## src/rtl/regfile_pkg.sv

```systemverilog
// Shared register-bank constants and the write-back request record.
package regfile_pkg;

  localparam int REG_W      = 32;
  localparam int REG_ADDR_W = 5;
  localparam logic [REG_ADDR_W-1:0] ZERO_REG = '0;

  typedef struct packed {
    logic                  valid;
    logic [REG_ADDR_W-1:0] addr;
    logic [REG_W-1:0]      data;
  } wb_req_t;

endpackage

```

## src/rtl/rr_arbiter.sv

```systemverilog
// Round-robin arbiter: one-hot grant starting the scan at rr_ptr, which
// advances past the winner on every grant.
module rr_arbiter #(
  parameter  int N  = 2,
  localparam int IW = (N > 1) ? $clog2(N) : 1
) (
  input  logic          clk,
  input  logic          rst,
  input  logic [N-1:0]  req,
  input  logic          en,
  output logic [N-1:0]  gnt,
  output logic [IW-1:0] gnt_idx
);

  logic [IW-1:0] r_ptr;
  logic [IW-1:0] w_idx;
  int            w_j;

  always_comb begin
    gnt     = '0;
    gnt_idx = '0;
    w_idx   = '0;
    w_j     = 0;
    for (int k = 0; k < N; k++) begin
      w_j = int'(r_ptr) + k;
      if (w_j >= N) w_j = w_j - N;
      w_idx = IW'(w_j);
      if (en && (gnt == '0) && req[w_idx]) begin
        gnt[w_idx] = 1'b1;
        gnt_idx    = w_idx;
      end
    end
  end

  always_ff @(posedge clk or negedge rst) begin
    if (!rst)
      r_ptr <= '0;
    else if (|gnt)
      r_ptr <= (gnt_idx == IW'(N-1)) ? '0 : gnt_idx + 1'b1;
  end

endmodule

```

## src/rtl/regfile_wb_arbiter.sv

```systemverilog
// Shares the register bank's single write port among NREQ write-back sources:
// drops x0 writes, arbitrates the rest round-robin, registers the winner.
module regfile_wb_arbiter
  import regfile_pkg::*;
#(
  parameter  int NREQ   = 2,
  parameter  int DATA_W = REG_W,
  parameter  int ADDR_W = REG_ADDR_W,
  localparam int GW     = (NREQ > 1) ? $clog2(NREQ) : 1
) (
  input  logic                     clk,
  input  logic                     rst,
  input  logic                     hold,
  input  logic [NREQ-1:0]          req_valid,
  input  logic [NREQ*ADDR_W-1:0]   req_addr,
  input  logic [NREQ*DATA_W-1:0]   req_data,
  output logic [NREQ-1:0]          req_ready,
  output logic                     RegWrite,
  output logic [ADDR_W-1:0]        write_register,
  output logic [DATA_W-1:0]        write_data,
  output logic [GW-1:0]            grant_id
);

  logic [NREQ-1:0][ADDR_W-1:0] w_addr;
  logic [NREQ-1:0][DATA_W-1:0] w_data;
  logic [NREQ-1:0]             w_zero;
  logic [NREQ-1:0]             w_nz;
  logic [NREQ-1:0]             w_gnt;
  logic [GW-1:0]               w_gidx;
  logic                        w_en;

  logic                        r_we;
  logic [ADDR_W-1:0]           r_waddr;
  logic [DATA_W-1:0]           r_wdata;
  logic [GW-1:0]               r_gid;

  // x0 writes are acked immediately and never compete for the port
  for (genvar i = 0; i < NREQ; i++) begin : g_lane
    assign w_addr[i] = req_addr[i*ADDR_W +: ADDR_W];
    assign w_data[i] = req_data[i*DATA_W +: DATA_W];
    assign w_zero[i] = req_valid[i] & (w_addr[i] == ADDR_W'(ZERO_REG));
    assign w_nz[i]   = req_valid[i] & ~w_zero[i];
  end

  assign w_en = rst & ~hold;

  rr_arbiter #(.N(NREQ)) u_arb (
    .clk     (clk),
    .rst     (rst),
    .req     (w_nz),
    .en      (w_en),
    .gnt     (w_gnt),
    .gnt_idx (w_gidx)
  );

  assign req_ready = rst ? (w_zero | w_gnt) : '0;

  always_ff @(posedge clk or negedge rst) begin
    if (!rst) begin
      r_we    <= 1'b0;
      r_waddr <= '0;
      r_wdata <= '0;
      r_gid   <= '0;
    end else begin
      r_we <= |w_gnt;
      if (|w_gnt) begin
        r_waddr <= w_addr[w_gidx];
        r_wdata <= w_data[w_gidx];
        r_gid   <= w_gidx;
      end
    end
  end

  assign RegWrite       = r_we;
  assign write_register = r_waddr;
  assign write_data     = r_wdata;
  assign grant_id       = r_gid;

endmodule
```

## config.mk

```make
export PLATFORM = sky130hd
export DESIGN_NAME = regfile_wb_arbiter
export DESIGN_NICKNAME = d
export VERILOG_FILES = /design/src/rtl/regfile_pkg.sv /design/src/rtl/rr_arbiter.sv /design/src/rtl/regfile_wb_arbiter.sv
export SDC_FILE = /design/constraint.sdc
export NUM_CORES = 1
export LEC_CHECK = 0
export ABC_AREA = 1
export ABC_CLOCK_PERIOD_IN_PS = 1500
export BUFFER_PORTS_ARGS = -buffer_cell sky130_fd_sc_hd__clkbuf_2
export CORE_UTILIZATION = 41
export DETAILED_ROUTE_END_ITERATION = 6
export PLACE_DENSITY = 0.77
export SYNTH_ARGS = -nofsm -noshare
export SYNTH_HDL_FRONTEND = slang
export SYNTH_SLANG_ARGS = --single-unit
```

## constraint.sdc

```tcl
create_clock -name clk -period 1.5 [get_ports clk]
set_input_delay 0.45 -clock clk [delete_from_list [all_inputs] [get_ports clk]]
set_output_delay 0.45 -clock clk [all_outputs]
set_load 0.005 [all_outputs]
```

==> results.cfg <==
[timing]
relSlewSlack_pct = 66.7
worst_pin_slew_ns = 0.499
hold_viol = 0
rsz0062_at_grt = yes
fin_crit_ns = 1.71
finalMaxSlewViolations = 0
post-route-period-util_pct = 114
fmax_mhz = 585
setup_ws_ns = -0.210
fin_skew_ns = 0.00288
setup_viol = 3
hold_ws_ns = 0.261

[routing]
drt_first_pass_iters = 4
drt_iter0_drc = 134
wl_um = 6090
wl_per_cell_um = 12.2
drt-vias-per-instance = 4.85
drc = 0
vias = 2424
ant_nets = 0

[die]
rows = 26
start_util_pct = 43.8
die_w_um = 77.0
die_y_um = 77.0
coreArea_mm2 = 0.00527
die_area_mm2 = 0.00593
top_level_ports = 120

[global_routing]
grt_pass1_vias = 2254
overflow = 0
grt_max_degree = 41
track_usage_pct = 21.0
antenna_found_initial = 0
grt_pass1_wl_um = 10000

[flow_run]
drv_cap = 0

[clock_tree]
htreeDepth = 2
clk_pin_slew_ns = 0.07
cts_root_buf = clkbuf_8
cts_hold_buf = 0
tritoncts = done
clock_path_buffers = 2
insertion_delay_ns = 0.28
cts.sinks = 40
cts_inserted_buffers = 5

[yosys]
synth_area_leaders = dfrtp_1 43%, nand3_1 22%, nand2_1 9.9%
synthFlopType = dfrtp_1
yosysSeqAreaShare_pct = 43.4
synth.distinct_cells = 19
synth_warnings = 0
synth_cells = 293
syn-cell-area_mm2 = 0.00231
yosys.area.top_type = dfrtp_1
async_flop_share_pct = 100
synth_top_cells_by_count = 100 x nand3_1, 61 x nand2_1, 40 x dfrtp_1, 38 x inv_1, 14 x nand3_2
avgSynthCellArea_um2 = 7.88
synth_top_area_share_pct = 43.4
synth_seq_cells = 40
synth_edf_count = 0
syn_nets = 372
synth.most_common_cell = nand3_1

[critical_path]
endpoint = req_ready[0]
rr_worst_depth = 7
critPathLaunch = req_addr[6]
crit_path_end_kind = output port
start_kind = primary input
worst_ep_arrival_time_ns = 1.26
worst-path-max-fanout = 2
crit_type = in2out
r2r_slack_ns = 0.16
r2r_start = u_arb.r_ptr$_DFFE_PN0P_
required_ns = 1.05
r2r_end = write_data[19]$_DFFE_PN0P_

[cells_and_area]
syn_to_final_growth_pct = 41.6
layout-drive-gt1-share_pct = 44.7
fin_util_pct = 62.0
nets = 508
fillers = 488
antennaDiodeCount = 0

[placed_design]
io_buffers = 119
gp_congestion = 0.828
hpwl_um = 4440

[run_status]
violations = setup timing
status = complete, but fails checks

[power_and_ir_drop]
vdd_drop_max_v = 0.000426
p_total_w = 0.00296
cellPowerDensity_mw_per_mm2 = 904
p_leak_nw = 1.89

[min_path]
hold_class = in2async
## worst min-delay path by stage
stage / to / cells after the start
2_1_floorplan: RegWrite$_DFF_PN0_ / 0
6_report: write_data[31]$_DFFE_PN0P_ / 2
4_1_cts: write_data[1]$_DFFE_PN0P_ / 2
3_3_place_gp: grant_id$_DFFE_PN0P_ / 2
5_1_grt: write_data[4]$_DFFE_PN0P_ / 2
3_5_place_dp: grant_id$_DFFE_PN0P_ / 2
## stage by stage
step                      setup WS (ns)  TNS (ns)  cells  area, µm²
after floorplan                 -0.0515   -0.0515    293       2340
after global placement           -0.222     -4.08    487       3050
after detailed placement         -0.271     -6.02    487       3050
after CTS                        -0.227    -0.358    496       3200
after global routing             -0.242     -1.15    500       3270
final                            -0.210    -0.420    500       3270
## placed cells by master, fill, tap and decap left out
master	count
a21oi_2	2
inv_4	1
nand2_4	3
clkbuf_2	114
buf_8	4
nand2_2	2
nand2_1	59
buf_2	1
nand4_1	2
dfrtp_1	40
clkbuf_8	7
nand3_2	18
buf_4	25
clkbuf_1	2
o21ai_0	1
nand3_1	96
inv_2	6
nor2_4	6
buf_6	1
inv_1	38
buf_12	2
## logic make-up after synthesis
family                 Yosys count  share of synthesized area, %
DFF                             40                          43.4
and+or+nand+nor                186                          41.2
buffers and inverters           64                          14.8
AOI/OAI and AO/OA                3                         0.650
## critical path, cell delays in order
cell and delay, ns:
buf_8 0.10, nor2_4 0.14, nand3_2 0.09, nand2_2 0.07, inv_2 0.04, nand2_4 0.06
nand2_4 0.05, a21oi_2 0.13, buf_2 0.12
## cell type report
| type | count | area [µm²] | share of cell area (%) |
|---|---|---|---|
| multi-input combinational | 189 | 1030 | 31.5 |
| sequential | 40 | 1000 | 30.6 |
| timing repair buffer | 148 | 888 | 27.2 |
| inverter | 45 | 171 | 5.24 |
| clock buffer | 8 | 90.1 | 2.76 |
| tap | 70 | 87.6 | 2.68 |
## registers in the layout, summed over array words and instances, names as in the netlist
signal and flops:
write_data 32, grant_id 1, u_arb.r_ptr 1, write_register 5, RegWrite 1
## power breakdown
group	switching (W)	internal, W
clock network	0.000339	0.000375
registers	0.000114	0.00127
logic	0.000440	0.000416
## per-layer routing
| layer | vias up | wire, µm | global-route usage, % |
|---|---|---|---|
| met5 | - | 0 | 0 |
| met4 | 0 | 99 | 5.66 |
| met3 | 13 | 429 | 5.12 |
| met2 | 110 | 3020 | 38.3 |
| met1 | 1085 | 2540 | 24.4 |
| li1 | 1216 | - | - |
## repair_timing
action | 4_1_cts | 5_1_grt
setup endpoints to repair | 2 | 2
buffers inserted | 1 | 4
resized for setup | 8 | 14
pin swaps | 4 | 7
(Power assumes the default switching activity.)
